## config.mk

```make
export PLATFORM = sky130hd
export DESIGN_NAME = block_average_downscale
export DESIGN_NICKNAME = d
export VERILOG_FILES = /design/src/rtl/image_pkg.sv /design/src/rtl/partial_sum_line_buffer.sv /design/src/rtl/block_average_downscale.sv
export SDC_FILE = /design/constraint.sdc
export NUM_CORES = 1
export LEC_CHECK = 0
export BUFFER_PORTS_ARGS = -buffer_cell sky130_fd_sc_hd__clkbuf_2
export CAP_MARGIN = 10
export CORE_UTILIZATION = 35
export DETAILED_ROUTE_END_ITERATION = 6
export GPL_TIMING_DRIVEN = 0
export HOLD_SLACK_MARGIN = 0.03
export PLACE_DENSITY_LB_ADDON = 0.15
export SYNTH_ARGS = -nofsm -noshare
export SYNTH_HDL_FRONTEND = slang
export SYNTH_SLANG_ARGS = --single-unit
export TNS_END_PERCENT = 30
```

## constraint.sdc

```tcl
create_clock -name clock -period 2.85 [get_ports clock]
set_clock_uncertainty 0.2 [all_clocks]
set_input_delay 0.855 -clock clock [delete_from_list [all_inputs] [get_ports clock]]
set_output_delay 0.855 -clock clock [all_outputs]
set_load 0.02 [all_outputs]
```

## src/rtl/image_pkg.sv

```systemverilog
// Shared pixel widths, rounding constants and counter sizing for the
// image pipeline blocks.
package image_pkg;

  localparam int PIXEL_W    = 8;
  localparam int PAIR_W     = PIXEL_W + 1;
  localparam int SUM_W      = 10;
  localparam int ROUND_BIAS = 2;

  typedef logic [PIXEL_W-1:0] pixel_t;
  typedef logic [PAIR_W-1:0]  pair_sum_t;
  typedef logic [SUM_W-1:0]   block_sum_t;

  // A counter over n values needs at least one bit, even when n is 1.
  function automatic int count_width(input int n);
    return (n > 1) ? $clog2(n) : 1;
  endfunction

endpackage

```

## src/rtl/partial_sum_line_buffer.sv

```systemverilog
// Holds one horizontal pair sum per output column between the even row
// that produces it and the odd row that consumes it.
module partial_sum_line_buffer
  import image_pkg::*;
#(
  parameter int DEPTH  = 2,
  parameter int ADDR_W = count_width(DEPTH)
) (
  input  logic              clock,
  input  logic              write_en,
  input  logic [ADDR_W-1:0] write_addr,
  input  pair_sum_t         write_data,
  input  logic [ADDR_W-1:0] read_addr,
  output pair_sum_t         read_data
);

  pair_sum_t mem [DEPTH];

  always_ff @(posedge clock) begin
    if (write_en) begin
      mem[write_addr] <= write_data;
    end
  end

  assign read_data = mem[read_addr];

endmodule

```

## src/rtl/block_average_downscale.sv

```systemverilog
// Streaming 2x zoom-out: emits the rounded mean of every 2x2 input block
// in raster order over valid/ready streams.
module block_average_downscale
  import image_pkg::*;
#(
  parameter int IN_WIDTH  = 4,
  parameter int IN_HEIGHT = 4
) (
  input  logic               clock,
  input  logic               reset,
  input  logic [PIXEL_W-1:0] in_pixel,
  input  logic               in_valid,
  output logic               in_ready,
  output logic [PIXEL_W-1:0] out_pixel,
  output logic               out_valid,
  input  logic               out_ready,
  output logic               out_last
);

  localparam int OUT_WIDTH = IN_WIDTH / 2;
  localparam int COL_W     = count_width(IN_WIDTH);
  localparam int ROW_W     = count_width(IN_HEIGHT);
  localparam int LB_AW     = count_width(OUT_WIDTH);

  logic [COL_W-1:0] col;
  logic [ROW_W-1:0] row;
  pixel_t           pair;

  logic             accept;
  logic             col_last;
  logic             row_last;
  logic             emit;
  logic [LB_AW-1:0] lb_addr;
  logic             lb_write_en;
  pair_sum_t        lb_write_data;
  pair_sum_t        lb_read_data;
  block_sum_t       block_sum;
  logic [SUM_W:0]   rounded;
  pixel_t           block_avg;

  assign in_ready = !out_valid || out_ready;
  assign accept   = in_valid && in_ready;
  assign col_last = (col == COL_W'(IN_WIDTH - 1));
  assign row_last = (row == ROW_W'(IN_HEIGHT - 1));

  // Row/column parity alone decides what each consumed pixel contributes.
  assign emit          = accept && col[0] && row[0];
  assign lb_write_en   = accept && col[0] && !row[0];
  assign lb_addr       = LB_AW'(col >> 1);
  assign lb_write_data = PAIR_W'(pair) + PAIR_W'(in_pixel);

  assign block_sum = SUM_W'(lb_read_data) + SUM_W'(pair) + SUM_W'(in_pixel);
  assign rounded   = (SUM_W + 1)'(block_sum) + (SUM_W + 1)'(ROUND_BIAS);
  assign block_avg = PIXEL_W'(rounded >> 2);

  partial_sum_line_buffer #(
    .DEPTH  (OUT_WIDTH),
    .ADDR_W (LB_AW)
  ) u_line_buffer (
    .clock      (clock),
    .write_en   (lb_write_en),
    .write_addr (lb_addr),
    .write_data (lb_write_data),
    .read_addr  (lb_addr),
    .read_data  (lb_read_data)
  );

  always_ff @(posedge clock or negedge reset) begin
    if (!reset) begin
      col <= '0;
      row <= '0;
    end else if (accept) begin
      if (col_last) begin
        col <= '0;
        row <= row_last ? '0 : row + 1'b1;
      end else begin
        col <= col + 1'b1;
      end
    end
  end

  always_ff @(posedge clock or negedge reset) begin
    if (!reset) begin
      pair <= '0;
    end else if (accept && !col[0]) begin
      pair <= in_pixel;
    end
  end

  // A fresh load wins over a drain, so back-to-back outputs never drop valid.
  always_ff @(posedge clock or negedge reset) begin
    if (!reset) begin
      out_valid <= 1'b0;
      out_pixel <= '0;
      out_last  <= 1'b0;
    end else if (emit) begin
      out_valid <= 1'b1;
      out_pixel <= block_avg;
      out_last  <= row_last && col_last;
    end else if (out_ready) begin
      out_valid <= 1'b0;
      out_last  <= 1'b0;
    end
  end

endmodule

```

==> results of run 1 <==
[worst max-delay path, delay by kind of cell, from the launching register on]
kind | cells | cell delay, ps
compound gates | 5 | 890
fa+ha+maj | 2 | 820
flops | 1 | 490
mux | 1 | 330
[area by class of cell]
cell class,instances,area [µm²]
well taps,75,93.8
flip-flops and latches,40,1090
plain buffers,2,8.76
fillers,575,3360
inverters,8,30.0
repair buffers,28,168
multi-input cells,131,1200
clock buffers,7,97.6
clock inverters,1,5.00
[registers in the layout, indices dropped and copies added, names as in the netlist]
signal	count
col	2
row	2
out_pixel	8
out_last	1
u_line_buffer.mem	18
out_valid	1
pair	8
[synthesized netlist by cell type (2+ instances only)]
| library cell | number |
|---|---|
| sky130_fd_sc_hd__ha_1 | 19 |
| sky130_fd_sc_hd__nor2_1 | 4 |
| sky130_fd_sc_hd__a21boi_0 | 2 |
| sky130_fd_sc_hd__xnor2_1 | 6 |
| sky130_fd_sc_hd__nand4_1 | 2 |
| sky130_fd_sc_hd__nand2b_1 | 2 |
| sky130_fd_sc_hd__dfrtp_1 | 22 |
| sky130_fd_sc_hd__fa_1 | 7 |
| sky130_fd_sc_hd__nand2_1 | 16 |
| sky130_fd_sc_hd__inv_1 | 8 |
| sky130_fd_sc_hd__edfxtp_1 | 18 |
| sky130_fd_sc_hd__o21a_1 | 2 |
| sky130_fd_sc_hd__nand3_1 | 2 |
| sky130_fd_sc_hd__mux2_2 | 17 |
| sky130_fd_sc_hd__o21ai_0 | 11 |
| sky130_fd_sc_hd__nor3_1 | 3 |
| sky130_fd_sc_hd__a21o_1 | 5 |
| sky130_fd_sc_hd__a21oi_1 | 11 |
| sky130_fd_sc_hd__xor2_1 | 5 |
| sky130_fd_sc_hd__o21bai_1 | 3 |
[repair_timing]
action	CTS	global route
pin swaps	6	6
resized for setup	8	6
setup endpoints to repair	4	4
buffers inserted	4	2
[layer usage]
layer / GRT usage (%) / part of all wire, % / up-vias
met3: 4.73 / 3.6 / 6
met1: 18.8 / 47 / 744
met4: 5.26 / 1.4 / 0
met5: 0 / 0 / -
li1: - / - / 725
met2: 25.0 / 48 / 18
[stage by stage]
| step | setup WS (ps) | utilization [%] | setup TNS (ps) | power (W) |
|---|---|---|---|---|
| 3_3_place_gp | -314 | 41.0 | -5680 | 0.00289 |
| 2_1_floorplan | 6.37 | - | 0 | 0.00249 |
| 6_report | 12.2 | 44.6 | 0 | 0.00368 |
| 3_5_place_dp | -271 | 41.1 | -1200 | 0.00295 |
| 4_1_cts | 14.8 | 44.3 | 0 | 0.00364 |
| 5_1_grt | -65.7 | 44.6 | -186 | 0.00402 |
[cells by family (layout without fill, tap and decap cells)]
logic type | count (synthesis) | count (layout) | synth area share [%]
compound gates | 42 | 42 | 12.0
xor+xnor | 11 | 11 | 4.28
flops | 40 | 40 | 48.5
simple gates | 33 | 33 | 7.00
buf+inv | 11 | 46 | 1.89
mux | 19 | 19 | 9.56
fa+ha+maj | 26 | 26 | 16.8
[power by group through the flow]
| stage | registers (W) | clock network (W) | logic, W |
|---|---|---|---|
| 2_1_floorplan | 0.00107 | 0 | 0.00142 |
| 3_3_place_gp | 0.00102 | 0 | 0.00186 |
| 3_5_place_dp | 0.00104 | 0 | 0.00191 |
| 4_1_cts | 0.00102 | 0.000440 | 0.00218 |
| 5_1_grt | 0.00106 | 0.000469 | 0.00249 |
| 6_report | 0.00103 | 0.000428 | 0.00222 |
[worst max-delay path by stage]
stage / startpoint / endpoint
global route: col[1] / out_pixel[7]
floorplan: col[1] / out_pixel[7]
global placement: out_ready / u_line_buffer.mem[1][4]
CTS: col[1] / out_pixel[7]
finish: col[1] / out_pixel[7]
detailed placement: in_pixel[4] / out_pixel[7]
==> results.md, run 1 <==
Place:
- Once placement completed, the tool counted placed cells totaling between 200 and 300.
- The post-placement cell area is ~0.0025 mm².
- The global placement routability congestion is slightly above 0.7.
- The final HPWL from detailed placement is 3.35 mm.
- The count of buffers added on input and output ports is 22.

Synthesis:
- Of the post-synthesis cell area, the dominant cell type holds 24.5%.
- After technology mapping, the gate count stands at 182.
- The synthesized design contains 18 enable-type register cells.
- The dominant cell type by area after synthesis is sky130_fd_sc_hd__dfrtp_1.
- A synthesized cell averages 12.4 µm².
- The count of state elements after synthesis is 40.
- The post-synthesis net count is 220.
- The count of yosys warnings during synthesis is 0.
- Sequential cells were found to cover about half of the synthesized design area.
- The number of different library cells in the post-synthesis netlist is 37.
- Yosys attributes the largest share of cell area to sky130_fd_sc_hd__dfrtp_1 (24%), sky130_fd_sc_hd__edfxtp_1 (24%), sky130_fd_sc_hd__ha_1 (11%).
- In the synthesized netlist the dominant register cell turns out to be sky130_fd_sc_hd__dfrtp_1.
- The share of flip-flops with an asynchronous set or reset after synthesis is 55.0%.
- The post-synthesis cell area is around 0.0023 mm².

Global routing:
- The number of global-route vias before repair is around 1.6k.
- Across every metal layer, demand over resource in global routing totals roughly 15%.
- The first global-routing pass estimated approximately 7.3 mm of wire.
- The maximum number of pins on one net before global-route repair is 23.
- Global routing finished with a remaining overflow of 0.
- The number of antenna violations at the first check in global routing is 0.

Setup path:
- Traced cell by cell, the critical path runs through mux2_4 > fa_1 > ha_4 > a21o_1 > a21oi_2 > o21ai_2 > o21a_1 > o31a_1.
- Along the worst path, the maximum fanout reaches 5.
- At the worst endpoint, the required time is approximately 2800 ps.
- The critical path arrival is approximately 2800 ps.
- The critical setup path kind is flip-flop to flip-flop.
- The critical register-to-register path startpoint is col[1].
- The flop-to-flop setup slack is ~12 ps.
- The launching element type of the critical path is a flip-flop.
- The largest incremental delay on the critical path is ~600 ps.
- For the worst flop-to-flop path, the logic depth is 8.
- STA classifies the critical path endpoint as a flip-flop.
- The worst register-to-register path ends at out_pixel[7].
- The slowest library cell on the worst path is sky130_fd_sc_hd__fa_1.

Power:
- Of the total power, combinational logic draws 60.3%.
- The leakage power summed over all cells is roughly 1.2 nW.
- The internal cell power is between 0.002 and 0.0025 W.
- Of the total power, the share spent switching nets is about two fifths.
- Across the VDD grid, the largest voltage drop is around 0.6 mV.
- For this design the ratio of total power to cell area is roughly 1400 mW/mm².
- The relative contribution of sequential cells to total power is 28.0%.
- The net switching power is 0.00151 W.
- The clock share of power is 11.6%.

Final layout:
- In the layout the commonest cells are sky130_fd_sc_hd__clkbuf_2 (22), sky130_fd_sc_hd__dfrtp_1 (21), sky130_fd_sc_hd__edfxtp_1 (18), sky130_fd_sc_hd__nand2_1 (16).
- 0 antenna diodes ended up in the layout.
- The final net count is around 250.
- The fraction of final layout cells with drive strength greater than 1 is between 30% and 40%.
- The number of standard cells in the final layout excluding fillers is ~300.
- The cell area after layout is 0.00270 mm².
- Leaving out fill and tap cells, the most frequent cell in the layout is sky130_fd_sc_hd__clkbuf_2.
- The growth of design area from synthesis to finish is 20.0%.

Floorplan:
- For this configuration, the core starts out at a cell density of between 30% and 40%.
- In this run the standard cell core region covers around 0.0061 mm².
- The floorplan step set the die height to 82.2 µm.
- From left edge to right edge, the die measures slightly above 80 µm.
- The die covers ~0.0068 mm².
- The cell row count is 28.
- The number of top-level pins is 23.

Clock network:
- The total number of clock tree sinks is 40.
- CTS placed an instance of sky130_fd_sc_hd__clkbuf_8 at the clock tree root.
- The clock passes through at most 2 buffers.
- Clock latency on the worst-skew pair, taken at its later pin, is around 300 ps.
- The count of H-tree levels built during CTS is 2.
- After clock tree synthesis, the clock-pin slew on the worst setup and hold paths is about 80 ps.
- TritonCTS built the clock tree.
- Clock tree synthesis inserted a total of 5 buffers.
- For this design, the CTS-stage hold fixing added 0 buffers.

STA:
- Of the available clock period, the critical path in the final layout requires roughly 100%.
- For the pin with the worst max-slew slack, the measured transition is ~880 ps.
- The final-report max-slew violation count is 0.
- The worst pin sits at a relative slew slack of approximately two fifths.
- Setup repair after global routing could not meet its margin everywhere.
- Derived from the worst setup path, the maximum achievable clock frequency is approximately 0.35 GHz.
- Final hold analysis gives a worst-case slack of ~290 ps.
- The final hold violation count is 0.
- The final critical delay including setup and external delays is around 2800 ps.
- The setup violation total in the final timing report is 0.

Routing:
- The routed wire length is ~4.4 mm.
- Summing over every cut layer, the via total after detailed routing is between 1k and 1.5k.
- The average wire per standard cell is around 15 µm.
- The iteration-0 DRC count of the detailed router is between 50 and 60.
- Using the TritonRoute via totals, the vias-per-cell ratio works out to between 5 and 6.
- The DRC violation count after routing is 0.
- The detail route stage leaves a number of antenna-violating nets equal to 0.
- Before antenna repair, the detailed router went through 4 iterations.

Run:
- Max-cap violations in this run came to 0.

Hold path:
- The startpoint identified for the worst hold timing path is out_pixel[4].
- The worst hold path belongs to the class flip-flop to flip-flop.
- Counting instances, the worst hold path has a depth of 2.
- The worst hold path terminates at out_pixel[4].

Status:
- The run finished with clean final reports.
(Power assumes the default switching activity.)
==> inputs of run 2 (changes only) <==
Settings changed: SYNTH_HIERARCHICAL set to 1.
==> results.md, run 2 <==
Status:
- Run status: complete, but fails checks (was completed).
- The checks that failed: negative setup slack.

Synthesis:
- The share of the synthesized area in the top cell type is 23.9% (was 24.5%).
- The count of state elements after synthesis is 40 (unchanged).
- The share of flip-flops with an asynchronous set or reset after synthesis is 55.0% (unchanged).
- The count of flip-flops with a built-in enable after synthesis is 18 (unchanged).
- The leading cell type by number of instances after synthesis is sky130_fd_sc_hd__dfrtp_1 (unchanged).
- The post-synthesis net count is 218 (was 220).
- The mean instance size in the synthesized netlist is 12.8 µm² (was 12.4 µm²).
- The fraction of the yosys area taken by sequential cells is 47.4% (was 48.5%).
- Biggest area contributors in the synthesized netlist: sky130_fd_sc_hd__dfrtp_1 (24%), sky130_fd_sc_hd__edfxtp_1 (24%), sky130_fd_sc_hd__ha_1 (10%) (was sky130_fd_sc_hd__dfrtp_1 (24%), sky130_fd_sc_hd__edfxtp_1 (24%), sky130_fd_sc_hd__ha_1 (11%)).
- The number of cells produced by synthesis is 180 (was 182).
- The number of different library cells in the post-synthesis netlist came to 40 (was 37).
- The count of yosys warnings during synthesis came to 6 (was 0).
- The most used flip-flop cell after synthesis is sky130_fd_sc_hd__dfrtp_1 (unchanged).
- The post-synthesis cell area is 0.00230 mm² (was 0.00225 mm²).
- The dominant cell type by area after synthesis is sky130_fd_sc_hd__dfrtp_1 (unchanged).
- Top cells by instance count after synthesis: sky130_fd_sc_hd__dfrtp_1 (22), sky130_fd_sc_hd__ha_1 (19), sky130_fd_sc_hd__edfxtp_1 (18) (unchanged).

Routing:
- The average wire per standard cell is 14.3 µm (was 15.2 µm).
- The number of detailed-routing iterations run before antenna repair is 4 (unchanged).
- The iteration-0 DRC count of the detailed router is 45 (was 57).
- The routed wire length is 4.19 mm (was 4.45 mm).
- The vias after detailed routing is 1419 (was 1493).
- The residual antenna-violating net count after detailed routing came to 0 (unchanged).
- The mean number of vias per cell is 4.86 (was 5.11).
- The DRC violation count after routing is 0 (unchanged).

STA:
- The final-report max-slew violation count is 0 (unchanged).
- The setup violation total in the final timing report came to 1 (was 0).
- The final setup slack of the worst path came to -76.8 ps (was 12.2 ps).
- The final cycle utilization of the critical path is 103% (was 99.6%).
- The final critical delay including setup and external delays is 2930 ps (was 2840 ps).
- The relative max-transition margin is 60.0% (was 41.1%).
- The final hold violation count was 0 (unchanged).
- The transition time at the pin with the least slew margin was 597 ps (was 878 ps).
- RSZ-0062 raised after global routing: true (unchanged).
- The maximum frequency from static timing analysis is 0.342 GHz (was 0.352 GHz).

Clock network:
- The CTS buffer count was 5 (unchanged).
- The root buffer cell is sky130_fd_sc_hd__clkbuf_8 (unchanged).
- The total number of clock tree sinks is 40 (unchanged).
- The clock slew at the register clock pins of the worst setup and hold paths came to 80 ps (about the same).
- The maximum buffer depth of the clock tree is 2 (unchanged).
- The CTS tree is done (unchanged).
- The clock latency at the later pin of the worst-skew pair is 290 ps (was 300 ps).
- The count of H-tree levels built during CTS is 2 (unchanged).

Setup path:
- The critical path data required time was 2840 ps (about the same).
- The critical path arrival is 2910 ps (was 2830 ps).
- The number of buffer and inverter instances along the worst setup path was 1 (was 0).
- The endpoint class of the critical path is a flip-flop (unchanged).
- The flop-to-flop setup slack is -80 ps (was 10 ps).
- The slowest library cell on the worst path is sky130_fd_sc_hd__fa_2 (was sky130_fd_sc_hd__fa_1).
- The maximum fanout along the worst path is 6 (was 5).
- The critical setup path kind is flip-flop to flip-flop (unchanged).
- The launching element type of the critical path is a flip-flop (unchanged).
- The critical register-to-register path startpoint is col[1] (unchanged).
- Critical-path cell list: buf_8 > mux2_4 > fa_2 > ha_4 > a21oi_1 > and3_4 > a21boi_4 > or3_1 > a31o_1 (was mux2_4 > fa_1 > ha_4 > a21o_1 > a21oi_2 > o21ai_2 > o21a_1 > o31a_1).
- The depth of the worst register-to-register path is 9 (was 8).
- The worst flop-to-flop path endpoint is out_pixel[6] (was out_pixel[7]).
- The largest incremental delay on the critical path was 570 ps (was 590 ps).
- The largest delay contributor family on the critical path is adder cells (was compound AO/OA/AOI/OAI gates).

Global routing:
- The number of global-route vias before repair is 1473 (was 1555).
- The total global routing overflow was 0 (unchanged).
- The wire length of the first global-routing pass is 7.25 mm (was 7.27 mm).
- The combined global-route utilization of all metal layers came to 13.8% (was 15.2%).
- The number of antenna violations at the first check in global routing is 0 (unchanged).
- The maximum number of pins on one net before global-route repair came to 23 (unchanged).

Final layout:
- Regs by FF count: u_line_buffer/mem x18, out_pixel x8, pair x8 (was u_line_buffer.mem x18, out_pixel x8, pair x8).
- The fraction of final layout cells with drive strength greater than 1 is 33.5% (was 31.8%).
- The layout filler cell count is 611 (was 575).
- The final net count was 252 (was 254).
- The number of antenna cells inserted was 0 (unchanged).
- The growth of design area from synthesis to finish was 18.4% (was 20.0%).
- The final core utilization is 42.9% (was 44.6%).
- Most frequent cells in the layout: sky130_fd_sc_hd__dfrtp_1 (22), sky130_fd_sc_hd__clkbuf_2 (22), sky130_fd_sc_hd__edfxtp_1 (18), sky130_fd_sc_hd__nand2_1 (14), sky130_fd_sc_hd__ha_1 (14) (was sky130_fd_sc_hd__clkbuf_2 (22), sky130_fd_sc_hd__dfrtp_1 (21), sky130_fd_sc_hd__edfxtp_1 (18), sky130_fd_sc_hd__nand2_1 (16)).
- The area occupied by registers is 0.00109 mm² (about the same).
- The area taken by multi-input logic gates is 0.00126 mm² (was 0.00120 mm²).
- The flip-flop count of the largest register, all copies and words added came to 18 (unchanged).
- The largest register by flop count is u_line_buffer/mem (was u_line_buffer.mem).

Floorplan:
- The die height is 83.1 µm (was 82.2 µm).
- The horizontal die dimension is 83.1 µm (was 82.2 µm).
- The initial core utilization is 36.2% (was 37.1%).
- The standard cell core area was 0.00635 mm² (was 0.00606 mm²).
- The cell row count is 29 (was 28).
- The area of the die is 0.00690 mm² (was 0.00676 mm²).
- The number of top-level pins is 23 (unchanged).

Hold path:
- The start point of the worst min-delay path is out_pixel[3] (was out_pixel[4]).
- The number of cells on the worst hold path is 2 (unchanged).
- The endpoint of the worst hold-timing path is out_pixel[3] (was out_pixel[4]).
- The path category of the worst min-delay check is flip-flop to flip-flop (unchanged).

Power:
- The maximum ir drop on the vdd rail is 0.534 mV (was 0.605 mV).
- The ratio of total power to cell area is 1390 mW/mm² (was 1360 mW/mm²).
- The total power after layout is 0.00379 W (was 0.00368 W).
- The leakage power summed over all cells is 1.17 nW (was 1.15 nW).

Place:
- The number of buffers added on ports is 22 (unchanged).
- The final HPWL from detailed placement is 3.08 mm (was 3.35 mm).
- The global placement routability congestion is 0.673 (was 0.727).

Run:
- The count of maximum capacitance violations is 0 (unchanged).
==> run 2: cell count changes after synthesis, moves of 2 or more <==
| cell | delta |
|---|---|
| sky130_fd_sc_hd__mux2_4 | +9 |
| sky130_fd_sc_hd__mux2_2 | -7 |
| sky130_fd_sc_hd__o21ai_0 | -4 |
| sky130_fd_sc_hd__a21boi_0 | -2 |
| sky130_fd_sc_hd__a21oi_1 | -2 |
| sky130_fd_sc_hd__and2_1 | +2 |
| sky130_fd_sc_hd__and3_1 | +2 |
| sky130_fd_sc_hd__inv_1 | -2 |
| sky130_fd_sc_hd__nand2_1 | -2 |
| sky130_fd_sc_hd__o21a_1 | -2 |
| sky130_fd_sc_hd__o21ai_1 | +2 |
| sky130_fd_sc_hd__o21bai_1 | -2 |
| sky130_fd_sc_hd__or3_1 | +2 |
==> run 2: metal layers <==
layer	up-vias	global-route usage [%]	part of all wire (%)
met4	0	4.70	1.5
met5	-	0	0
li1	726	-	-
met3	6	3.88	3.6
met2	24	21.7	44
met1	663	18.4	50
==> run 2: power by group <==
group	leakage, nW	total, W	switching (W)	internal [W]
combinational	0.692	0.00239	0.00115	0.00124
clock	0.0455	0.000386	0.000189	0.000197
sequential	0.434	0.00101	0.000127	0.000883
total	1.17	0.00379	0.00147	0.00232
==> run 2: cell type report <==
class	count	area share [%]
buffer	2	0.689
clock buffer	8	3.31
inverter	6	0.827
multi-input combinational	132	46.2
sequential	40	40.1
tap	77	3.54
timing repair buffer	27	5.42
==> run 2: worst min-delay path, cell delays in order, from the launching register on <==
cell and delay [ps]:
sky130_fd_sc_hd__dfrtp_1 350, sky130_fd_sc_hd__nand2_1 40, sky130_fd_sc_hd__o21ai_0 50
==> run 2: how the worst max path moves through the flow <==
stage,startpoint,endpoint,cells past startpoint
final,col[1],out_pixel[6],9
after global routing,col[1],out_pixel[6],9
after CTS,col[1],out_pixel[6],9
after detailed placement,in_pixel[2],out_pixel[6],8
after global placement,in_pixel[2],out_pixel[6],8
after floorplan,in_pixel[4],out_pixel[6],7
==> run 2: per-stage QoR <==
stage	area (µm²)	instances	hold WS [ps]	worst slack (ps)	TNS, ps
finish	2720	292	278	-76.8	-76.8
global route	2720	292	340	-141	-296
CTS	2700	290	288	-95.3	-133
detailed placement	2540	279	270	-293	-3060
global placement	2540	279	264	-284	-2600
floorplan	2340	180	284	-36.6	-36.6
==> run 2: timing repair <==
| item | in CTS | in global routing |
|---|---|---|
| buffers inserted | 3 | 2 |
| pin swaps | 9 | 10 |
| endpoints found under the setup margin | 5 | 12 |
| gates resized for setup | 8 | 2 |
| hold buffers | 0 | 0 |
==> run 2: cell families after synthesis <==
group,Yosys count,share of synthesized area [%]
simple gates,42,9.58
flops,40,47.4
compound gates,34,9.96
fa+ha+maj,26,16.4
mux,19,10.8
xor+xnor,11,4.19
buf+inv,8,1.63
==> inputs of run 3 (changes only) <==
Settings changed: CORE_ASPECT_RATIO set to 0.6, SKIP_CTS_REPAIR_TIMING set to 1.
==> results.md, run 3 (synthesis gave the netlist of run 2 again) <==
STA:
- The final hold slack is 282 ps (was 278 ps).
- The final hold violation count is 0 (unchanged).
- The transition time at the pin with the least slew margin is 1000 ps (was 597 ps).
- The relative max-transition margin is 33.0% (was 60.0%).
- The final-report max-slew violation count came to 0 (unchanged).
- RSZ-0062 raised after global routing: true (unchanged).
- The final critical delay including setup and external delays is 2990 ps (was 2930 ps).
- The aggregate negative setup slack is -272 ps (was -76.8 ps).
- The final setup slack of the worst path is -141 ps (was -76.8 ps).
- The final cycle utilization of the critical path is 105% (was 103%).
- The setup violation total in the final timing report is 3 (was 1).
- The maximum frequency from static timing analysis was 0.334 GHz (was 0.342 GHz).

Place:
- The final HPWL from detailed placement was 3.20 mm (was 3.08 mm).
- The number of buffers added on ports was 22 (unchanged).
- The global placement routability congestion is 0.751 (was 0.673).
- The post-placement cell count came to 286 (was 279).
- The post-placement cell area is 0.00255 mm² (was 0.00254 mm²).

Clock network:
- The count of H-tree levels built during CTS is 2 (unchanged).
- The clock slew at the register clock pins of the worst setup and hold paths was 80 ps (about the same).
- The root buffer cell is sky130_fd_sc_hd__clkbuf_8 (unchanged).
- The CTS buffer count is 5 (unchanged).
- The clock latency at the later pin of the worst-skew pair came to 280 ps (was 290 ps).
- The total number of clock tree sinks is 40 (unchanged).
- The maximum buffer depth of the clock tree came to 2 (unchanged).
- The CTS tree is done (unchanged).

Global routing:
- The number of global-route vias before repair came to 1343 (was 1473).
- The wire length of the first global-routing pass is 7.15 mm (was 7.25 mm).
- The maximum number of pins on one net before global-route repair was 23 (unchanged).
- The combined global-route utilization of all metal layers is 14.0% (was 13.8%).
- The total global routing overflow is 0 (unchanged).
- The number of antenna violations at the first check in global routing is 0 (unchanged).

Power:
- The ratio of total power to cell area came to 1430 mW/mm² (was 1390 mW/mm²).
- The leakage power summed over all cells is 1.20 nW (was 1.17 nW).
- The maximum ir drop on the vdd rail is 0.458 mV (was 0.534 mV).
- The total power after layout is 0.00400 W (was 0.00379 W).

Floorplan:
- The standard cell core area came to 0.00622 mm² (was 0.00635 mm²).
- The initial core utilization was 37.0% (was 36.2%).
- The die height was 64.8 µm (was 83.1 µm).
- The cell row count is 22 (was 29).
- The area of the die is 0.00691 mm² (was 0.00690 mm²).
- The number of top-level pins is 23 (unchanged).
- The horizontal die dimension is 107 µm (was 83.1 µm).

Run:
- The count of maximum capacitance violations was 0 (unchanged).

Setup path:
- The launching element type of the critical path is a flip-flop (unchanged).
- The first element of the critical path is col[1] (unchanged).
- The endpoint class of the critical path was a flip-flop (unchanged).
- The critical path arrival was 2970 ps (was 2910 ps).
- The critical setup path kind is flip-flop to flip-flop (unchanged).
- The critical register-to-register path startpoint is col[1] (unchanged).
- The maximum fanout along the worst path is 7 (was 6).
- The critical path data required time is 2830 ps (was 2840 ps).

Final layout:
- The largest register by flop count is u_line_buffer/mem (unchanged).
- The growth of design area from synthesis to finish came to 21.3% (was 18.4%).
- The final net count was 256 (was 252).
- The flip-flop count of the largest register, all copies and words added is 18 (unchanged).
- The cell area after layout was 0.00279 mm² (was 0.00272 mm²).
- The number of standard cells in the final layout excluding fillers came to 303 (was 292).
- Regs by FF count: u_line_buffer/mem x18, out_pixel x8, pair x8 (unchanged).
- The fraction of final layout cells with drive strength greater than 1 is 35.6% (was 33.5%).
- The number of antenna cells inserted is 0 (unchanged).
- Most frequent cells in the layout: sky130_fd_sc_hd__dfrtp_1 (22), sky130_fd_sc_hd__clkbuf_2 (22), sky130_fd_sc_hd__edfxtp_1 (18), sky130_fd_sc_hd__nand2_1 (14), sky130_fd_sc_hd__ha_1 (13) (was sky130_fd_sc_hd__dfrtp_1 (22), sky130_fd_sc_hd__clkbuf_2 (22), sky130_fd_sc_hd__edfxtp_1 (18), sky130_fd_sc_hd__nand2_1 (14), sky130_fd_sc_hd__ha_1 (14)).

Routing:
- The DRC violation count after routing is 0 (unchanged).
- The average wire per standard cell came to 14.8 µm (was 14.3 µm).
- The mean number of vias per cell was 4.69 (was 4.86).
- The vias after detailed routing came to 1420 (was 1419).
- The iteration-0 DRC count of the detailed router is 67 (was 45).
- The number of detailed-routing iterations run before antenna repair is 4 (unchanged).
- The residual antenna-violating net count after detailed routing is 0 (unchanged).
- The routed wire length is 4.49 mm (was 4.19 mm).

Status:
- Failing checks: negative setup slack (unchanged).
- Run status: complete, but fails checks (unchanged).

Hold path:
- The path category of the worst min-delay check was flip-flop to flip-flop (unchanged).
- The start point of the worst min-delay path is out_pixel[2] (was out_pixel[3]).
-- run 3: changes by cell type in the layout (fill, tap and decap cells not counted), sizes merged --
| cell | before | now |
|---|---|---|
| buf | 6 | 10 |
-- run 3: routing by layer --
metal,part of all wire (%),routed length (µm),vias to the layer above,track usage [%]
met3,4.1,183,2,4.33
met2,39,1760,20,18.1
met5,0,0,-,0
met4,0.38,17,0,2.57
li1,-,-,730,-
met1,56,2530,668,22.4
-- run 3: per-stage QoR --
step           util [%]  setup WS, ps
5_1_grt            44.8          -257
6_report           44.8          -141
4_1_cts            42.6          -223
3_5_place_dp       41.0          -289
3_3_place_gp       41.0          -310
2_1_floorplan         -         -36.6
-- run 3: worst paths after layout --
path                                endpoint  slack (ps)  depth (start not counted)
worst max-delay path            out_pixel[6]        -140                          9
worst min-delay path            out_pixel[2]         280                          2
worst max register to register  out_pixel[6]        -140                          9
worst min register to register  out_pixel[2]         280                          2
max in group asynchronous            pair[4]        1710                          1
min in group asynchronous       out_pixel[4]         350                          1
-- run 3: worst max-delay path, stage by stage (launching register included) --
cell and delay (ps):
sky130_fd_sc_hd__dfrtp_1 430, sky130_fd_sc_hd__buf_8 160, sky130_fd_sc_hd__mux2_4 310, sky130_fd_sc_hd__fa_2 580, sky130_fd_sc_hd__ha_4 230, sky130_fd_sc_hd__o21ai_2 200
sky130_fd_sc_hd__or3_4 180, sky130_fd_sc_hd__a21boi_4 70, sky130_fd_sc_hd__or3_1 320, sky130_fd_sc_hd__a31o_1 220
-- run 3: area by class of cell --
type                            instances  area [µm²]
Fill cell                             607        3430
Timing Repair Buffer                   31         178
Multi-Input combinational cell        132        1270
Clock buffer                            8         100
Buffer                                  2        18.8
Sequential cell                        40        1090
Tap cell                               84         105
Inverter                                6        22.5
-- run 3: where the power goes --
group | switching [W] | internal (W)
sequential | 0.000130 | 0.000883
combinational | 0.00126 | 0.00132
clock | 0.000191 | 0.000221
